`config.mk`:
```
export PLATFORM = sky130hd
export DESIGN_NAME = mmio_uart_responder_flat
export DESIGN_NICKNAME = d
export VERILOG_FILES = /design/src/rtl/mmio_uart_responder_if.sv /design/src/rtl/mmio_uart_responder.sv /design/src/flat_wrapper.sv
export SDC_FILE = /design/constraint.sdc
export NUM_CORES = 1
export LEC_CHECK = 0
export ABC_AREA = 1
export CAP_MARGIN = 25
export CORE_MARGIN = 10
export CORE_UTILIZATION = 50
export DETAILED_ROUTE_END_ITERATION = 16
export PLACE_DENSITY_LB_ADDON = 0.08
export SYNTH_ARGS = -nofsm -noshare
export SYNTH_HDL_FRONTEND = slang
export SYNTH_SLANG_ARGS = --single-unit
```
`constraint.sdc`:
```
create_clock -name clk -period 2.9 [get_ports clk]
set_clock_uncertainty 0.1 [all_clocks]
set_input_delay 0.435 -clock clk [delete_from_list [all_inputs] [get_ports clk]]
set_output_delay 0.435 -clock clk [all_outputs]
set_load 0.02 [all_outputs]
```
`src/rtl/mmio_uart_responder_if.sv`:
```
// CPU memory-port bundle seen by the MMIO responder: address, write strobe and
// data from the CPU, read data from Memoria, and the gated strobe / muxed read
// data handed back.
interface mmio_uart_responder_if;
  logic [31:0] addr;
  logic        mem_wr;
  logic [31:0] wdata;
  logic [31:0] mem_rdata;
  logic [31:0] rdata;
  logic        mem_wr_gated;

  // Responder side
  modport slave (
    input  addr, mem_wr, wdata, mem_rdata,
    output rdata, mem_wr_gated
  );

  // CPU / Memoria side
  modport master (
    output addr, mem_wr, wdata, mem_rdata,
    input  rdata, mem_wr_gated
  );
endinterface

```
`src/rtl/mmio_uart_responder.sv`:
```
// MMIO responder: a 256-byte window at BASE_ADDR holding a TX FIFO feeding an
// 8N1 transmitter, a free-running timer with compare, and a maskable IRQ.
// Accesses outside the window pass through to Memoria; reads inside the window
// keep Memoria's one-cycle latency.
module mmio_uart_responder #(
  parameter logic [31:0] BASE_ADDR    = 32'hFFFF_FF00,
  parameter int unsigned FIFO_DEPTH   = 8,
  parameter int unsigned CLKS_PER_BIT = 16
) (
  input  logic                    clk,
  input  logic                    reset,
  mmio_uart_responder_if.slave    bus,
  output logic                    tx,
  output logic                    irq
);

  localparam int unsigned PW = (FIFO_DEPTH > 1) ? $clog2(FIFO_DEPTH) : 1;
  localparam int unsigned CW = $clog2(CLKS_PER_BIT);
  localparam logic [CW-1:0] CNT_MAX = CW'(CLKS_PER_BIT - 1);

  localparam logic [5:0] OFF_TXDATA = 6'h00;
  localparam logic [5:0] OFF_STATUS = 6'h01;
  localparam logic [5:0] OFF_TIMER  = 6'h02;
  localparam logic [5:0] OFF_CMP    = 6'h03;
  localparam logic [5:0] OFF_PEND   = 6'h04;
  localparam logic [5:0] OFF_EN     = 6'h05;

  typedef enum logic [1:0] {IDLE, START, DATA, STOP} tx_state_e;

  // Address decode
  logic       hit, wr_hit;
  logic [5:0] off;
  logic       unused_addr_bits;

  assign hit              = (bus.addr[31:8] == BASE_ADDR[31:8]);
  assign off              = bus.addr[7:2];
  assign wr_hit           = bus.mem_wr & hit;
  assign unused_addr_bits = ^bus.addr[1:0];
  assign bus.mem_wr_gated = bus.mem_wr & ~hit;

  // Register state
  logic [7:0]    fifo_q [FIFO_DEPTH];
  logic [PW-1:0] wptr_q, wptr_d, rptr_q, rptr_d;
  logic [3:0]    count_q, count_d;
  logic          ovf_q, ovf_d;
  logic [31:0]   timer_q, timer_d;
  logic [31:0]   cmp_q, cmp_d;
  logic [1:0]    pend_q, pend_d;
  logic [1:0]    en_q, en_d;
  logic          irq_q;
  logic          sel_q;
  logic [31:0]   rd_q, rd_d;

  // Transmitter state
  tx_state_e     state_q, state_d;
  logic [CW-1:0] cnt_q, cnt_d;
  logic [2:0]    bit_idx_q, bit_idx_d;
  logic [7:0]    shift_q, shift_d;
  logic          tx_q, tx_d;
  logic          pop, frame_done;

  logic full, empty, busy, push_req, push;
  logic [7:0] head;

  assign full     = (count_q == 4'(FIFO_DEPTH));
  assign empty    = (count_q == '0);
  assign busy     = (state_q != IDLE);
  assign push_req = wr_hit && (off == OFF_TXDATA);
  assign push     = push_req && !full;
  assign head     = fifo_q[rptr_q];

  function automatic logic [PW-1:0] ptr_inc(input logic [PW-1:0] p);
    return (p == PW'(FIFO_DEPTH - 1)) ? '0 : p + 1'b1;
  endfunction

  // FIFO pointers, occupancy and overflow flag
  always_comb begin
    wptr_d  = push ? ptr_inc(wptr_q) : wptr_q;
    rptr_d  = pop  ? ptr_inc(rptr_q) : rptr_q;
    count_d = count_q;
    case ({push, pop})
      2'b10:   count_d = count_q + 4'd1;
      2'b01:   count_d = count_q - 4'd1;
      default: count_d = count_q;
    endcase
    ovf_d = ovf_q;
    if (wr_hit && (off == OFF_STATUS) && bus.wdata[3]) ovf_d = 1'b0;
    if (push_req && full)                              ovf_d = 1'b1;
  end

  // Timer, compare, interrupt pending/enable; a set beats a same-cycle W1C
  always_comb begin
    logic [1:0] set_v, clr_v;
    timer_d = (wr_hit && (off == OFF_TIMER)) ? bus.wdata : timer_q + 32'd1;
    cmp_d   = (wr_hit && (off == OFF_CMP))   ? bus.wdata : cmp_q;
    en_d    = (wr_hit && (off == OFF_EN))    ? bus.wdata[1:0] : en_q;
    set_v   = {frame_done, (timer_q == cmp_q)};
    clr_v   = (wr_hit && (off == OFF_PEND))  ? bus.wdata[1:0] : 2'b00;
    pend_d  = (pend_q & ~clr_v) | set_v;
  end

  // Read mux for the window, sampled into rd_q every edge
  always_comb begin
    rd_d = '0;
    case (off)
      OFF_STATUS: rd_d = {24'h0, count_q, ovf_q, busy, empty, full};
      OFF_TIMER:  rd_d = timer_q;
      OFF_CMP:    rd_d = cmp_q;
      OFF_PEND:   rd_d = {30'h0, pend_q};
      OFF_EN:     rd_d = {30'h0, en_q};
      default:    rd_d = '0;
    endcase
  end

  // Transmitter next state; tx is registered so it changes on the transition edge
  always_comb begin
    state_d    = state_q;
    cnt_d      = cnt_q;
    bit_idx_d  = bit_idx_q;
    shift_d    = shift_q;
    tx_d       = tx_q;
    pop        = 1'b0;
    frame_done = 1'b0;
    case (state_q)
      IDLE: begin
        if (!empty) begin
          pop     = 1'b1;
          shift_d = head;
          cnt_d   = '0;
          tx_d    = 1'b0;
          state_d = START;
        end
      end
      START: begin
        if (cnt_q == CNT_MAX) begin
          cnt_d     = '0;
          bit_idx_d = '0;
          tx_d      = shift_q[0];
          state_d   = DATA;
        end else begin
          cnt_d = cnt_q + 1'b1;
        end
      end
      DATA: begin
        if (cnt_q == CNT_MAX) begin
          cnt_d = '0;
          if (bit_idx_q == 3'd7) begin
            tx_d    = 1'b1;
            state_d = STOP;
          end else begin
            bit_idx_d = bit_idx_q + 3'd1;
            shift_d   = shift_q >> 1;
            tx_d      = shift_q[1];
          end
        end else begin
          cnt_d = cnt_q + 1'b1;
        end
      end
      STOP: begin
        if (cnt_q == CNT_MAX) begin
          cnt_d = '0;
          if (!empty) begin
            pop     = 1'b1;
            shift_d = head;
            tx_d    = 1'b0;
            state_d = START;
          end else begin
            frame_done = 1'b1;
            tx_d       = 1'b1;
            state_d    = IDLE;
          end
        end else begin
          cnt_d = cnt_q + 1'b1;
        end
      end
      default: state_d = IDLE;
    endcase
  end

  // FIFO storage
  always_ff @(posedge clk) begin
    if (!reset) begin
      for (int unsigned i = 0; i < FIFO_DEPTH; i++) fifo_q[i] <= '0;
    end else if (push) begin
      fifo_q[wptr_q] <= bus.wdata[7:0];
    end
  end

  // Control/status registers, read pipeline and irq
  always_ff @(posedge clk) begin
    if (!reset) begin
      wptr_q  <= '0;
      rptr_q  <= '0;
      count_q <= '0;
      ovf_q   <= 1'b0;
      timer_q <= '0;
      cmp_q   <= '1;
      pend_q  <= '0;
      en_q    <= '0;
      irq_q   <= 1'b0;
      sel_q   <= 1'b0;
      rd_q    <= '0;
    end else begin
      wptr_q  <= wptr_d;
      rptr_q  <= rptr_d;
      count_q <= count_d;
      ovf_q   <= ovf_d;
      timer_q <= timer_d;
      cmp_q   <= cmp_d;
      pend_q  <= pend_d;
      en_q    <= en_d;
      irq_q   <= |(pend_q & en_q);
      sel_q   <= hit;
      rd_q    <= rd_d;
    end
  end

  // Transmitter state register
  always_ff @(posedge clk) begin
    if (!reset) begin
      state_q   <= IDLE;
      cnt_q     <= '0;
      bit_idx_q <= '0;
      shift_q   <= '0;
      tx_q      <= 1'b1;
    end else begin
      state_q   <= state_d;
      cnt_q     <= cnt_d;
      bit_idx_q <= bit_idx_d;
      shift_q   <= shift_d;
      tx_q      <= tx_d;
    end
  end

  assign bus.rdata = sel_q ? rd_q : bus.mem_rdata;
  assign tx        = tx_q;
  assign irq       = irq_q;

endmodule

```
`src/flat_wrapper.sv`:
```
// flat-port wrapper written by rule: the top's interface ports become plain ports
module mmio_uart_responder_flat 
#(
  parameter logic [31:0] BASE_ADDR    = 32'hFFFF_FF00,
  parameter int unsigned FIFO_DEPTH   = 8,
  parameter int unsigned CLKS_PER_BIT = 16
)
  (clk, reset, tx, irq, bus_addr, bus_mem_wr, bus_wdata, bus_mem_rdata, bus_rdata, bus_mem_wr_gated);
  mmio_uart_responder_if bus_i ();
  input  logic clk;
  input  logic reset;
  output logic tx;
  output logic irq;
  input wire logic [$bits(bus_i.addr)-1:0] bus_addr;
  input wire logic [$bits(bus_i.mem_wr)-1:0] bus_mem_wr;
  input wire logic [$bits(bus_i.wdata)-1:0] bus_wdata;
  input wire logic [$bits(bus_i.mem_rdata)-1:0] bus_mem_rdata;
  output wire logic [$bits(bus_i.rdata)-1:0] bus_rdata;
  output wire logic [$bits(bus_i.mem_wr_gated)-1:0] bus_mem_wr_gated;
  assign bus_i.addr = bus_addr;
  assign bus_i.mem_wr = bus_mem_wr;
  assign bus_i.wdata = bus_wdata;
  assign bus_i.mem_rdata = bus_mem_rdata;
  assign bus_rdata = bus_i.rdata;
  assign bus_mem_wr_gated = bus_i.mem_wr_gated;
  mmio_uart_responder #(.BASE_ADDR(BASE_ADDR), .FIFO_DEPTH(FIFO_DEPTH), .CLKS_PER_BIT(CLKS_PER_BIT)) u_core (.clk(clk), .reset(reset), .bus(bus_i), .tx(tx), .irq(irq));
endmodule
```
==> flow_summary_export.csv <==
group,metric,value,unit
synthesis,yosysTopAreaCell,"dfxtp_1",
clock_tree,cts_resized,0,
global_route,grt_first_pass_wirelength,45.35,mm
pwr,power,7.383,mW
detailed_routing,drc_errors,0,
synthesis,yosysSeqAreaShare,0.4537,
pwr,peakVddDrop,0.4164,mV
die,die_h,162.5,um
detailed_routing,ant_nets,0,
global_route,grt_max_degree,57,
sta,max_slew_margin,0.5310,
die,die_x,162.5,um
detailed_routing,drtIter0Drc,934,
sta,setup_viol,0,
setup_path,required,2370,ps
setup_path,r2r_cells,13,
synthesis,synth_nets,1400,
die,initial_core_util,0.5048,
synthesis,syn_area_per_cell,7.904,um^2
setup_path,r2r-start,"u_core.state_q[0]",
flow_run,max-cap-violations,0,
sta,hold_viol_final,0,
finish,final_cell_mix,"253 x nand2_1, 243 x nor2_1, 134 x dfxtp_1",
global_route,grt_pass1_vias,8777,
placed_design,place_area,11820,um^2
die,io_pins,134,
synthesis,yosysWarnings,0,
detailed_routing,routed_wirelength,28.31,mm
sta,rsz0062_at_grt,"false",
setup_path,critPathCaptureType,"output pin",
detailed_routing,viasPerCell,5.396,
clock_tree,cts_sinks,198,
clock_tree,post-cts-setup-buffers,0,
sta,worstMarginPinSlew,703.5,ps
setup_path,endpoint,"bus_mem_wr_gated",
global_route,grt_use_total,0.2128,
finish,layout_commonest_cell,"nand2_1",
global_route,antenna_found_initial,1,
synthesis,synth_seq_cells,198,
synthesis,syn_inst,1284,
sta,final.period_utilization,0.9778,
setup_path,reg2reg_slack,410,ps
synthesis,async_flop_share,0,
sta,period_minus_slack,2836,ps
setup_path,cp-start-kind,"primary input",
pwr,p_per_area,594.8,nW/um^2
sta,finalSetupTns,0,ps
detailed_routing,wl_per_cell,16.69,um
finish,post-route-util,0.6174,
die,rows,52,
synthesis,ys_top_cells_by_area,"dfxtp_1 26%, edfxtp_1 19%, nand2_1 9.4%",
setup_path,reg2reg_to,"u_core.count_q[3]",
hold_path,min_path_cells,2,
hold_path,min_path_type,"reg2reg",
global_route,grt_overflow,0,
die,core_area,20100,um^2
sta,whs,367.0,ps
die,die_area,26390,um^2
finish,syn2layout_area_growth,22.30,%
placed_design,port_buffers,131,
detailed_routing,detail_route.first_pass.iterations,5,
finish,drive_above_1_share,0.09818,
detailed_routing,vias,9152,
clock_tree,cts.hold.buffers_added,0,
finish,antenna_cells,0,
synthesis,synth_top_area_share,0.2643,
synthesis,synthFlopType,"dfxtp_1",
clock_tree,clk_root_buffer_cell,"clkbuf_16",
finish,fin_area,12410,um^2
clock_tree,clk_pin_slew,70,ps
clock_tree,clockBufferDepth,2,
pwr,leakagePower,4.895,nW
setup_path,crit_fanout,3,
clock_tree,cts_buffers,17,
clock_tree,clkLatencyLatePin,440,ps
placed_design,place_hpwl,20.54,mm
synthesis,syn_area,10150,um^2
setup_path,critPathKind,"in2out",
setup_path,crit_start,"bus_addr[21]",
sta,slew_viol_final,0,
status,outcome,"complete, no violations",
sta,max_freq,352.6,MHz
placed_design,place.gp.congestion,0.9810,
setup_path,cp.arrival,2300,ps
synthesis,synth_enable_flop_cells,64,
finish,fin_nets,1529,
synthesis,synth.distinct_cells,40,
clock_tree,cts_tree,"yes",
clock_tree,htree_levels,4,
-- stage by stage --
| stage | std cells | setup WS, ps |
|---|---|---|
| floorplan | 1284 | 442.9 |
| global placement | 1664 | 43.59 |
| detailed placement | 1664 | -0.07994 |
| CTS | 1696 | 82.36 |
| global route | 1696 | 11.24 |
| finish | 1696 | 64.26 |
-- sequential cells by signal, indices dropped and copies added (netlist names), named ones only --
signal and count:
u_core.fifo_q 64, u_core.cmp_q 32, u_core.rd_q 32, u_core.timer_q 32, u_core.shift_q 8, u_core.cnt_q 4, u_core.count_q 4, u_core.bit_idx_q 3
u_core.rptr_q 3, u_core.wptr_q 3, u_core.en_q 2, u_core.pend_q 2, u_core.state_q 2, u_core.irq 1, u_core.ovf_q 1, u_core.sel_q 1
u_core.tx 1
-- how the worst min path moves through the flow --
| stage | start | end | slack [ps] |
|---|---|---|---|
| floorplan | u_core.en_q[1] | u_core.irq | 340 |
| global placement | u_core.shift_q[2] | u_core.shift_q[2] | 350 |
| detailed placement | u_core.shift_q[5] | u_core.shift_q[5] | 360 |
| global route | u_core.shift_q[5] | u_core.shift_q[5] | 380 |
| finish | u_core.shift_q[5] | u_core.shift_q[5] | 370 |
| CTS | u_core.shift_q[5] | u_core.shift_q[5] | 370 |
-- metal layers --
layer | track usage | wire length [um]
met3 | 0.05283 | 2546
met4 | 0.04921 | 317
met2 | 0.3158 | 12090
met5 | 0 | 0
met1 | 0.3043 | 13360
-- worst max-delay path: stages --
cell             delay [ps]
clkdlybuf4s50_1         430
nand2_1                  80
nor2_1                   40
nand2_1                  90
nor2_4                   70
buf_4                   140
a21boi_0                330
clkdlybuf4s50_1         690
-- synth_stat cells (11+ instances only) --
cell type,instances
buf_2,24
nand4_1,11
dfxtp_1,134
a22oi_1,26
nor3_1,16
edfxtp_1,64
nand3_1,107
o211ai_1,11
nand2_1,253
o21ai_0,73
mux2_2,32
clkbuf_1,25
ha_1,17
xnor2_1,31
xor2_1,15
nor2_1,244
a21oi_1,42
inv_1,74
-- logic make-up (layout without fill, tap and decap cells) --
kind of cell / count (synthesis) / after routing / synth area share
AND/OR/NAND/NOR: 673 / 673 / 0.2936
flip-flops: 198 / 198 / 0.4537
AO/OA/AOI/OAI: 177 / 177 / 0.1004
buffers and inverters: 141 / 283 / 0.05622
XOR/XNOR: 46 / 46 / 0.03970
multiplexers: 32 / 32 / 0.03551
adder cells (fa/ha/maj): 17 / 17 / 0.02096
-- where the power goes --
| group | internal (mW) | total (mW) | switching [mW] | leakage, nW |
|---|---|---|---|---|
| registers | 3.04 | 3.17 | 0.127 | 1.70 |
| clock network | 1.30 | 2.40 | 1.10 | 0.291 |
| logic | 0.682 | 1.82 | 1.14 | 2.91 |
-- layout make-up --
class	instances	area (um^2)
flip-flops and latches	198	4604
multi-input cells	945	4981
well taps	270	337.8
clock inverters	11	110.1
repair buffers	165	1574
clock buffers	21	481.7
inverters	86	322.8
fillers	1807	7692
Note: power is estimated with default switching activity, not from simulation.
